**config.mk**
```make
export PLATFORM = sky130hd
export DESIGN_NAME = mc_controller_flat
export DESIGN_NICKNAME = d
export VERILOG_FILES = /design/src/rtl/mc_pkg.sv /design/src/rtl/mc_if.sv /design/src/rtl/mc_aludec.sv /design/src/rtl/mc_controller.sv /design/src/flat_wrapper.sv
export SDC_FILE = /design/constraint.sdc
export NUM_CORES = 1
export LEC_CHECK = 0
export CORE_UTILIZATION = 50
export CTS_BUF_LIST = sky130_fd_sc_hd__clkbuf_4 sky130_fd_sc_hd__clkbuf_8
export DETAILED_ROUTE_END_ITERATION = 10
export PLACE_DENSITY = 0.81
export SETUP_SLACK_MARGIN = 0.4
export SLEW_MARGIN = 10
export SYNTH_ARGS = -nofsm -noshare
export SYNTH_HDL_FRONTEND = slang
export SYNTH_SLANG_ARGS = --single-unit
```
**constraint.sdc**
```tcl
create_clock -name clk -period 4.5 [get_ports clk]
set_input_delay 1.125 -clock clk [delete_from_list [all_inputs] [get_ports clk]]
set_output_delay 1.125 -clock clk [all_outputs]
set_load 0.05 [all_outputs]
```
**src/rtl/mc_pkg.sv**
```systemverilog
// Shared types and encodings for the multicycle RISC-V control unit.
package mc_pkg;

  typedef enum logic [3:0] {
    S_FETCH,
    S_DECODE,
    S_MEMADR,
    S_MEMREAD,
    S_MEMWB,
    S_MEMWRITE,
    S_EXECR,
    S_EXECI,
    S_ALUWB,
    S_BRANCH,
    S_JAL,
    S_FAULT
  } state_t;

  localparam logic [6:0] OP_LW     = 7'b0000011;
  localparam logic [6:0] OP_SW     = 7'b0100011;
  localparam logic [6:0] OP_RTYPE  = 7'b0110011;
  localparam logic [6:0] OP_ITYPE  = 7'b0010011;
  localparam logic [6:0] OP_BRANCH = 7'b1100011;
  localparam logic [6:0] OP_JAL    = 7'b1101111;

  localparam logic [2:0] ALU_ADD = 3'b000;
  localparam logic [2:0] ALU_SUB = 3'b001;
  localparam logic [2:0] ALU_AND = 3'b010;
  localparam logic [2:0] ALU_OR  = 3'b011;
  localparam logic [2:0] ALU_XOR = 3'b100;
  localparam logic [2:0] ALU_SLT = 3'b101;
  localparam logic [2:0] ALU_SLL = 3'b110;
  localparam logic [2:0] ALU_SRL = 3'b111;

  localparam logic [1:0] IMM_I = 2'b00;
  localparam logic [1:0] IMM_S = 2'b01;
  localparam logic [1:0] IMM_B = 2'b10;
  localparam logic [1:0] IMM_J = 2'b11;

  localparam logic [1:0] SRCA_PC    = 2'b00;
  localparam logic [1:0] SRCA_OLDPC = 2'b01;
  localparam logic [1:0] SRCA_RS1   = 2'b10;

  localparam logic [1:0] SRCB_RS2  = 2'b00;
  localparam logic [1:0] SRCB_IMM  = 2'b01;
  localparam logic [1:0] SRCB_FOUR = 2'b10;

  localparam logic [1:0] RES_ALUOUT    = 2'b00;
  localparam logic [1:0] RES_DATA      = 2'b01;
  localparam logic [1:0] RES_ALURESULT = 2'b10;

  localparam logic [1:0] CAUSE_NONE    = 2'b00;
  localparam logic [1:0] CAUSE_ILLEGAL = 2'b01;
  localparam logic [1:0] CAUSE_TIMEOUT = 2'b10;

  function automatic logic [1:0] imm_decode(input logic [6:0] opcode);
    case (opcode)
      OP_SW:     imm_decode = IMM_S;
      OP_BRANCH: imm_decode = IMM_B;
      OP_JAL:    imm_decode = IMM_J;
      default:   imm_decode = IMM_I;
    endcase
  endfunction

endpackage

```
**src/rtl/mc_if.sv**
```systemverilog
// Memory request/ready handshake between the controller and the shared memory port.
interface mc_if;
  logic mem_req;
  logic mem_write;
  logic adr_src;
  logic mem_ready;

  modport master (output mem_req, output mem_write, output adr_src, input mem_ready);
  modport slave  (input mem_req, input mem_write, input adr_src, output mem_ready);
endinterface

```
**src/rtl/mc_aludec.sv**
```systemverilog
// Combinational funct3/funct7 to ALU operation decode for register and immediate ALU ops.
module mc_aludec
  import mc_pkg::*;
(
  input  logic [2:0] funct3,
  input  logic       funct7b5,
  input  logic       op5,
  output logic [2:0] alu_control
);

  always_comb begin
    alu_control = ALU_ADD;
    case (funct3)
      // op5 separates R-type from I-type so addi with imm[10]=1 stays an add
      3'b000:  alu_control = (funct7b5 & op5) ? ALU_SUB : ALU_ADD;
      3'b010:  alu_control = ALU_SLT;
      3'b110:  alu_control = ALU_OR;
      3'b111:  alu_control = ALU_AND;
      3'b100:  alu_control = ALU_XOR;
      3'b001:  alu_control = ALU_SLL;
      3'b101:  alu_control = ALU_SRL;
      default: alu_control = ALU_ADD;
    endcase
  end

endmodule

```
**src/rtl/mc_controller.sv**
```systemverilog
// Multicycle RISC-V control FSM: one datapath micro-step per clock, memory waits
// bounded by WAIT_LIMIT, sticky fault state and retired-instruction counter.
module mc_controller
  import mc_pkg::*;
#(
  parameter int WAIT_LIMIT = 16,
  parameter int CNT_W      = 32
) (
  input  logic             clk,
  input  logic             reset,
  mc_if.master             mem,
  input  logic [6:0]       op,
  input  logic [2:0]       funct3,
  input  logic             funct7b5,
  input  logic             zero,
  output logic             ir_write,
  output logic             pc_write,
  output logic             reg_write,
  output logic [1:0]       alu_src_a,
  output logic [1:0]       alu_src_b,
  output logic [1:0]       result_src,
  output logic [1:0]       imm_src,
  output logic [2:0]       alu_control,
  output logic             fault,
  output logic [1:0]       fault_cause,
  output logic [CNT_W-1:0] instret
);

  localparam int WAIT_W = (WAIT_LIMIT < 2) ? 1 : $clog2(WAIT_LIMIT + 1);
  localparam logic [WAIT_W-1:0] WAIT_MAX = WAIT_W'(WAIT_LIMIT);

  state_t            state, state_next;
  logic [WAIT_W-1:0] wait_cnt, wait_inc;
  logic [1:0]        cause_next;
  logic [2:0]        alu_fn;
  logic              waiting, timeout, retire;

  mc_aludec u_aludec (
    .funct3      (funct3),
    .funct7b5    (funct7b5),
    .op5         (op[5]),
    .alu_control (alu_fn)
  );

  assign waiting  = ((state == S_FETCH) || (state == S_MEMREAD) || (state == S_MEMWRITE))
                    && !mem.mem_ready;
  assign wait_inc = wait_cnt + WAIT_W'(1);
  // Fires in the WAIT_LIMIT-th consecutive unready cycle, so FAULT follows on that edge.
  assign timeout  = (WAIT_LIMIT != 0) && waiting && (wait_inc == WAIT_MAX);

  always_ff @(posedge clk or posedge reset) begin
    if (reset) begin
      state       <= S_FETCH;
      wait_cnt    <= '0;
      fault_cause <= CAUSE_NONE;
      instret     <= '0;
    end else begin
      state       <= state_next;
      wait_cnt    <= (waiting && !timeout) ? wait_inc : '0;
      fault_cause <= cause_next;
      if (retire) instret <= instret + CNT_W'(1);
    end
  end

  always_comb begin
    state_next = state;
    cause_next = fault_cause;
    retire     = 1'b0;
    case (state)
      S_FETCH: begin
        if (timeout) begin
          state_next = S_FAULT;
          cause_next = CAUSE_TIMEOUT;
        end else if (mem.mem_ready) begin
          state_next = S_DECODE;
        end
      end
      S_DECODE: begin
        case (op)
          OP_LW, OP_SW: state_next = S_MEMADR;
          OP_RTYPE:     state_next = S_EXECR;
          OP_ITYPE:     state_next = S_EXECI;
          OP_BRANCH:    state_next = S_BRANCH;
          OP_JAL:       state_next = S_JAL;
          default: begin
            state_next = S_FAULT;
            cause_next = CAUSE_ILLEGAL;
          end
        endcase
      end
      S_MEMADR: state_next = (op == OP_LW) ? S_MEMREAD : S_MEMWRITE;
      S_MEMREAD: begin
        if (timeout) begin
          state_next = S_FAULT;
          cause_next = CAUSE_TIMEOUT;
        end else if (mem.mem_ready) begin
          state_next = S_MEMWB;
        end
      end
      S_MEMWRITE: begin
        if (timeout) begin
          state_next = S_FAULT;
          cause_next = CAUSE_TIMEOUT;
        end else if (mem.mem_ready) begin
          state_next = S_FETCH;
          retire     = 1'b1;
        end
      end
      S_MEMWB, S_ALUWB: begin
        state_next = S_FETCH;
        retire     = 1'b1;
      end
      S_EXECR, S_EXECI: state_next = S_ALUWB;
      S_BRANCH: begin
        if ((funct3 == 3'b000) || (funct3 == 3'b001)) begin
          state_next = S_FETCH;
          retire     = 1'b1;
        end else begin
          state_next = S_FAULT;
          cause_next = CAUSE_ILLEGAL;
        end
      end
      S_JAL:   state_next = S_ALUWB;
      S_FAULT: state_next = S_FAULT;
      default: state_next = S_FAULT;
    endcase
  end

  always_comb begin
    mem.mem_req   = 1'b0;
    mem.mem_write = 1'b0;
    mem.adr_src   = 1'b0;
    ir_write      = 1'b0;
    pc_write      = 1'b0;
    reg_write     = 1'b0;
    alu_src_a     = SRCA_PC;
    alu_src_b     = SRCB_RS2;
    result_src    = RES_ALUOUT;
    imm_src       = IMM_I;
    alu_control   = ALU_ADD;
    fault         = 1'b0;
    if (!reset) begin
      imm_src = imm_decode(op);
      case (state)
        S_FETCH: begin
          mem.mem_req = 1'b1;
          ir_write    = mem.mem_ready;
          pc_write    = mem.mem_ready;
          alu_src_b   = SRCB_FOUR;
          result_src  = RES_ALURESULT;
        end
        S_DECODE: begin
          alu_src_a = SRCA_OLDPC;
          alu_src_b = SRCB_IMM;
        end
        S_MEMADR: begin
          alu_src_a = SRCA_RS1;
          alu_src_b = SRCB_IMM;
        end
        S_MEMREAD: begin
          mem.mem_req = 1'b1;
          mem.adr_src = 1'b1;
        end
        S_MEMWB: begin
          result_src = RES_DATA;
          reg_write  = 1'b1;
        end
        S_MEMWRITE: begin
          mem.mem_req   = 1'b1;
          mem.mem_write = 1'b1;
          mem.adr_src   = 1'b1;
        end
        S_EXECR: begin
          alu_src_a   = SRCA_RS1;
          alu_control = alu_fn;
        end
        S_EXECI: begin
          alu_src_a   = SRCA_RS1;
          alu_src_b   = SRCB_IMM;
          alu_control = alu_fn;
        end
        S_ALUWB: reg_write = 1'b1;
        S_BRANCH: begin
          alu_src_a   = SRCA_RS1;
          alu_control = ALU_SUB;
          if (funct3 == 3'b000)      pc_write = zero;
          else if (funct3 == 3'b001) pc_write = ~zero;
        end
        S_JAL: begin
          alu_src_a = SRCA_OLDPC;
          alu_src_b = SRCB_FOUR;
          pc_write  = 1'b1;
        end
        S_FAULT: fault = 1'b1;
        default: fault = 1'b1;
      endcase
    end
  end

endmodule

```
**src/flat_wrapper.sv**
```systemverilog
// flat-port wrapper written by rule: the top's interface ports become plain ports
module mc_controller_flat import mc_pkg::*;
#(
  parameter int WAIT_LIMIT = 16,
  parameter int CNT_W      = 32
)
  (clk, reset, op, funct3, funct7b5, zero, ir_write, pc_write, reg_write, alu_src_a, alu_src_b, result_src, imm_src, alu_control, fault, fault_cause, instret, mem_mem_req, mem_mem_write, mem_adr_src, mem_mem_ready);
  mc_if mem_i ();
  input  logic clk;
  input  logic reset;
  input  logic [6:0] op;
  input  logic [2:0] funct3;
  input  logic funct7b5;
  input  logic zero;
  output logic ir_write;
  output logic pc_write;
  output logic reg_write;
  output logic [1:0] alu_src_a;
  output logic [1:0] alu_src_b;
  output logic [1:0] result_src;
  output logic [1:0] imm_src;
  output logic [2:0] alu_control;
  output logic fault;
  output logic [1:0] fault_cause;
  output logic [CNT_W-1:0] instret;
  output wire logic [$bits(mem_i.mem_req)-1:0] mem_mem_req;
  output wire logic [$bits(mem_i.mem_write)-1:0] mem_mem_write;
  output wire logic [$bits(mem_i.adr_src)-1:0] mem_adr_src;
  input wire logic [$bits(mem_i.mem_ready)-1:0] mem_mem_ready;
  assign mem_mem_req = mem_i.mem_req;
  assign mem_mem_write = mem_i.mem_write;
  assign mem_adr_src = mem_i.adr_src;
  assign mem_i.mem_ready = mem_mem_ready;
  mc_controller #(.WAIT_LIMIT(WAIT_LIMIT), .CNT_W(CNT_W)) u_core (.clk(clk), .reset(reset), .mem(mem_i), .op(op), .funct3(funct3), .funct7b5(funct7b5), .zero(zero), .ir_write(ir_write), .pc_write(pc_write), .reg_write(reg_write), .alu_src_a(alu_src_a), .alu_src_b(alu_src_b), .result_src(result_src), .imm_src(imm_src), .alu_control(alu_control), .fault(fault), .fault_cause(fault_cause), .instret(instret));
endmodule
```
==> results of run 1 <==
through the flow:
step	cell area, sq um	setup WS (ns)	hold slack [ns]	std cells
after floorplan	2630	0.505	0.484	281
after global placement	3300	0.397	0.459	399
after detailed placement	3300	0.345	0.469	399
after CTS	3390	0.423	0.482	407
after global routing	3410	0.499	0.516	407
final	3410	0.642	0.478	407
cells in the mapped netlist (all sizes together), types with 2 or more instances:
library cell  instances
inv                   8
nand4bb               3
nor4                  3
a2bb2oi               2
and2                  5
o31ai                 2
nor2                 24
o21ai                 8
xnor2                25
a31oi                 3
dfrtp                43
nand3                17
clkbuf                9
and4                  3
xor2                 15
and3                  7
o311ai                2
nand2                20
nor3b                 4
nor2b                 4
nor3                 13
a21oi                 9
nand4                14
ha                    3
or2                   4
nand2b                5
buf                   8
o211ai                2
cell families after synthesis:
group / share of synthesized area [%]
compound gates: 9.55
xor+xnor: 13.4
fa+ha+maj: 1.43
buf+inv: 4.44
flops: 41.1
mux: 0.812
simple gates: 29.3
state kept, by name (all words and copies together) (netlist names):
name	flops
u_core.fault_cause	2
u_core.instret	32
u_core.wait_cnt	5
u_core.state	4
layout by cell type (no fill, tap or decap), drive strengths merged, types with 3 or more instances in the layout:
cell type      instances
and2                   5
and3                   7
nor3b                  4
nor4                   3
clkbuf                 7
nand2                 20
nor3                  13
or2                    4
nor2b                  4
dfrtp                 43
ha                     3
a21oi                  9
inv                    8
xnor2                 25
nor2                  24
nand4bb                3
nand2b                 5
a31oi                  3
dlymetal6s2s           8
and4                   3
nand3                 17
clkdlybuf4s50         48
xor2                  15
dlygate4sd2            5
o21ai                  8
nand4                 14
buf                    7
area by class of cell:
class	count	share of cell area [%]
sequential	43	31.6
inverter	8	0.881
timing repair buffer	68	20.2
multi-input combinational	213	42.2
tap	67	2.46
clock inverter	1	0.147
clock buffer	7	2.46
power by group:
part	internal (mW)	switching, mW	leakage (nW)
sequential	0.427	0.133	0.570
clock	0.121	0.127	0.0491
combinational	0.271	0.412	0.933
final timing paths:
check                                      to  slack, ns  cells after the start
max reg2reg                u_core.instret[24]       1.91                      5
max                                 reg_write       0.64                      3
min in group asynchronous  u_core.wait_cnt[4]       1.74                      3
max in group asynchronous   u_core.instret[9]       2.40                      3
min                        u_core.instret[31]       0.48                      1
min reg2reg                u_core.instret[31]       0.48                      1
metal layers:
| layer | up-vias | track usage (%) |
|---|---|---|
| met4 | 0 | 7.76 |
| met1 | 1096 | 29.3 |
| li1 | 1104 | - |
| met3 | 5 | 3.79 |
| met2 | 56 | 36.0 |
| met5 | - | 0 |
what timing repair did:
action / 4_1_cts / 5_1_grt
setup endpoints to repair: 5 / 8
hold buffers: 0 / 0
pin swaps: 0 / 0
resized for setup: 5 / 8
worst register-to-register path, cell delays in order (launching register included):
cell and delay, ns:
dfrtp_1 0.80, nand4bb_4 0.21, o311ai_2 0.32, nand4_1 0.58, nor3b_1 0.44, xor2_1 0.16
==> summary.md, run 1 <==
| Metric | Value |
|---|---|
| Bufs and invs on worst path | `2` |
| Iter 0 DRT Violations | `98` |
| Gr ovfl total | `0` |
| Slew Viols, Final | `0` |
| Avg Vias per Cell | `5.56` |
| Detailed Route WL | `5.74 mm` |
| #FFs+latches synth | `43` |
| CP Class | `in -> out` |
| DR DRC count | `0` |
| Via Count | `2,261` |
| TritonCTS buffer count | `5` |
| Yosys top cell area share | `41.1%` |
| I/O pin count | `67` |
| YS warnings | `0` |
| Fin crit share | `85.7%` |
| Die X | `74.4 um` |
| Clk sinks | `43` |
| Kind of cell adding the most delay to the critical path | `buffers and inverters` |
| Worst-path cell chain | `clkdlybuf4s50_1 -> nor4_1 -> dlygate4sd2_1` |
| Number of setup buffers added after CTS | `0` |
| Drt wl/cell | `14.1 um` |
| Initial Util | `53.7%` |
| Wl on met1 | `2.69 mm` |
| RSZ-0062 raised after global routing | `no` |
| Die H | `74.4 um` |
| Initial antenna violation count | `0` |
| Crit path launch type | `primary input` |
| Crit path max fanout | `16` |
| Slew Limit Headroom | `52.4%` |
| Dpl hpwl | `4.22 mm` |
| Sequential-to-total area share from yosys stat | `41.1%` |
| Setup TNS | `0 ns` |
| Layout fillers | `417` |
| Crit path launch | `reset` |
| Pwr Total | `1.49 mW` |
| Flip-flop and latch area | `0.00108 sq mm` |
| Cells taking the most area after synthesis | `dfrtp_1 (41%), xnor2_1 (8.4%), xor2_1 (5.0%), nor2_1 (3.3%), nand3_1 (3.2%)` |
| HP Start | `u_core.instret[31]` |
| Vias in the first global route | `2,055` |
| Critical-path top delay cell | `clkdlybuf4s50_1` |
| Largest net degree at the start of global routing | `44` |
| Setup Viol. Count Final | `0` |
| Setup Skew | `0.00369 ns` |
| First-pass DRT Iterations | `4` |
| Async SR Flop Fraction | `100%` |
| Met3 wire len | `210 um` |
| PD cells | `438 mW/mm^2` |
| Crit path DAT | `2.73 ns` |
| Reg2reg start | `u_core.state[0]` |
| Post-Synthesis Cells | `281` |
| CTS tree | `yes` |
| GRT Overall Usage | `22.0%` |
| Net Count, Synth | `299` |
| Predominant post-synthesis flop cell | `dfrtp_1` |
| Worst vdd ir | `0.241 mV` |
| Worst-margin pin slew | `0.696 ns` |
| Worst-path clk slew | `0.08 ns` |
| # rows | `25` |
| Nets | `357` |
| Yosys top cell by area | `dfrtp_1` |
| Final GP Congestion | `0.806` |
| Worst Hold Class | `reg -> reg` |
| Diodes inserted | `0` |
| Worst Path Required | `3.38 ns` |
| Fmax | `259 MHz` |
| Skew-Pair Late Insertion Delay | `0.29 ns` |
| Post-synth EDFFs | `0` |
| Synthesized area | `0.00262 sq mm` |
| Avg Synthesized Cell Area | `9.32 sq um` |
| Max-cap viol count | `0` |
| Outcome | `complete, no violations` |
| Detail Route Antenna Nets | `0` |
| Die area | `0.00553 sq mm` |
| Multi-input gate area in the final layout | `0.00144 sq mm` |
| First-pass GRT wire length | `9.44 mm` |
| Leak Pwr | `1.55 nW` |
| Post-route minimum period | `3.86 ns` |
| Setup crit end kind | `primary output` |
| Top layer in use | `met4` |
| Core Area | `0.00488 sq mm` |
| Maximum buffer depth of the clock tree | `2` |
| Netlist cell types | `55` |
| Final hold vios | `0` |
| Fin util | `69.8%` |
| H-tree Lvls | `2` |
| IO Port Bufs | `66` |
| Layout area overhead | `30.0%` |
| Layout cells sized above 1 | `9.41%` |
| Max incr delay on CP | `0.70 ns` |
| WL met2 | `2.77 mm` |
| Root Driver | `clkbuf_8` |
No activity file was read; power rests on OpenSTA's default activity.
==> run 2, diff against run 1 <==
--- a/config.mk
+++ b/config.mk
@@ -8,7 +8,7 @@
 export CORE_UTILIZATION = 50
 export CTS_BUF_LIST = sky130_fd_sc_hd__clkbuf_4 sky130_fd_sc_hd__clkbuf_8
 export DETAILED_ROUTE_END_ITERATION = 10
-export PLACE_DENSITY = 0.81
+export PLACE_DENSITY = 0.84
 export SETUP_SLACK_MARGIN = 0.4
 export SLEW_MARGIN = 10
 export SYNTH_ARGS = -nofsm -noshare
==> summary.md, run 2 (synthesis results as in run 1) <==
| Metric | Value |
|---|---|
| Outcome | `complete, no violations` |
| Vias in the first global route | `2,167 (+5.5%)` |
| Placed insts | `399 (unchanged)` |
| Root Driver | `clkbuf_8` |
| Setup crit end kind | `primary output` |
| Fin util | `69.9% (+0.13 points)` |
| Hold buffer count at CTS | `0 (unchanged)` |
| Die area | `0.00553 sq mm (unchanged)` |
| Nets | `357 (unchanged)` |
| Worst Hold Class | `reg -> reg` |
| Slew Viols, Final | `0 (unchanged)` |
| Crit path DAT | `2.89 ns (+0.16 ns)` |
| DR DRC count | `0 (unchanged)` |
| Gr ovfl total | `0 (unchanged)` |
| Setup TNS | `0 ns (unchanged)` |
| Layout cells sized above 1 | `9.41% (unchanged)` |
| First-pass DRT Iterations | `4 (unchanged)` |
| Dpl hpwl | `4.29 mm (+1.8%)` |
| Detailed Route WL | `5.92 mm (+3.1%)` |
| Iter 0 DRT Violations | `87 (-11%)` |
| Die X | `74.4 um (unchanged)` |
| Avg Vias per Cell | `5.55 (about the same)` |
| Worst Path Required | `3.38 ns (about the same)` |
| IO Port Bufs | `66 (unchanged)` |
| I/O pin count | `67 (unchanged)` |
| Setup Skew | `0.00656 ns (+0.00287 ns)` |
| Fmax | `249 MHz (-4.0%)` |
| # rows | `25 (unchanged)` |
| Pwr Total | `1.49 mW (+0.16%)` |
| Largest reg by FF count | `u_core.instret` |
| Initial Util | `53.7% (unchanged)` |
| Crit path max fanout | `16 (unchanged)` |
| Leak Pwr | `1.55 nW (about the same)` |
| Via Count | `2,259 (-0.088%)` |
| Core Area | `0.00488 sq mm (unchanged)` |
| H-tree Lvls | `2 (unchanged)` |
| Diodes inserted | `0 (unchanged)` |
| Layout area overhead | `30.3%` |
| Drt wl/cell | `14.6 um (+3.1%)` |
| Final GP Congestion | `0.880 (+9.2%)` |
| First-pass GRT wire length | `9.74 mm (+3.2%)` |
| Clk sinks | `43 (unchanged)` |
| Final hold vios | `0 (unchanged)` |
| Dpl ws | `0.368 ns (+0.0235 ns)` |
| Setup Viol. Count Final | `0 (unchanged)` |
| Non-filler instance count after layout | `407 (unchanged)` |
| Max reg flops | `32 (unchanged)` |
| Slew Limit Headroom | `51.4% (-1.0 points)` |
| Detail Route Antenna Nets | `0 (unchanged)` |
| Die H | `74.4 um (unchanged)` |
| Skew-Pair Late Insertion Delay | `0.30 ns (about the same)` |
| Maximum buffer depth of the clock tree | `2 (unchanged)` |
| RSZ-0062 raised after global routing | `no` |
| CTS tree | `yes` |
| Worst-margin pin slew | `0.711 ns (+0.0146 ns)` |
| GRT Overall Usage | `22.8% (+0.81 points)` |
| CP Class | `in -> out` |
| Most frequent cells in the layout | `clkdlybuf4s50_1 (50), dfrtp_1 (43), xnor2_1 (25)` |
| Fin crit share | `89.3% (+3.5 points)` |
| Initial antenna violation count | `0 (unchanged)` |
| Commonest non-fill, non-tap cell in the layout | `clkdlybuf4s50_1` |
| Worst-path clk slew | `0.08 ns (about the same)` |
| PD cells | `438 mW/mm^2 (about the same)` |
| Worst vdd ir | `0.248 mV (+3.1%)` |
| Max-cap viol count | `0 (unchanged)` |
| Crit path launch type | `primary input` |
| Final setup margin | `0.483 ns (-0.159 ns)` |
| Post-route minimum period | `4.02 ns (+0.159 ns)` |
| Largest net degree at the start of global routing | `44 (unchanged)` |
| TritonCTS buffer count | `5 (unchanged)` |
| Regs by FF count | `u_core.instret: 32 flops, u_core.wait_cnt: 5 flops, u_core.state: 4 flops` |
## run 2: final timing paths
path / cells after the start / startpoint / end / slack [ns]
max in group asynchronous: 3 / reset / u_core.instret[12] / 2.43
min in group asynchronous: 3 / reset / u_core.fault_cause[0] / 1.69
max reg2reg: 5 / u_core.state[1] / u_core.instret[24] / 1.91
min: 1 / u_core.instret[31] / u_core.instret[31] / 0.47
min reg2reg: 1 / u_core.instret[31] / u_core.instret[31] / 0.47
max: 3 / reset / alu_src_a[1] / 0.48
## run 2: what timing repair did
item / 4_1_cts / 5_1_grt
endpoints found under the setup margin: 2 / 9
buffers inserted: 0 / 0
resized for setup: 2 / 9
## run 2: area by class of cell
| class | count | area [sq um] |
|---|---|---|
| Fill cell | 395 | 1470 |
| Multi-Input combinational cell | 213 | 1440 |
| Sequential cell | 43 | 1080 |
| Timing Repair Buffer | 68 | 696 |
| Tap cell | 67 | 83.8 |
| Clock buffer | 6 | 76.3 |
| Inverter | 8 | 30.0 |
| Clock inverter | 2 | 12.5 |
## run 2: power breakdown
| group | total (mW) | leakage, nW | switching, mW | internal, mW |
|---|---|---|---|---|
| Combinational | 0.686 | 0.938 | 0.412 | 0.274 |
| Clock | 0.247 | 0.0446 | 0.132 | 0.115 |
| Sequential | 0.561 | 0.570 | 0.134 | 0.427 |
## run 2: metal layers
layer / share of wire [%] / global-route usage, %
met3: 3.2 / 3.79
met2: 51 / 40.2
met4: 1.5 / 9.43
met5: 0 / 0
met1: 44 / 27.4
## run 2: metrics by stage
step	hold slack (ns)	cell area [sq um]
after global placement	0.460	3300
after CTS	0.478	3390
after detailed placement	0.463	3300
after global routing	0.523	3410
after floorplan	0.484	2630
final	0.472	3410
## run 2: worst max-delay path, stage by stage
cell and delay [ns]:
clkdlybuf4s50_1 0.69, a21oi_1 0.24, clkdlybuf4s50_1 0.84
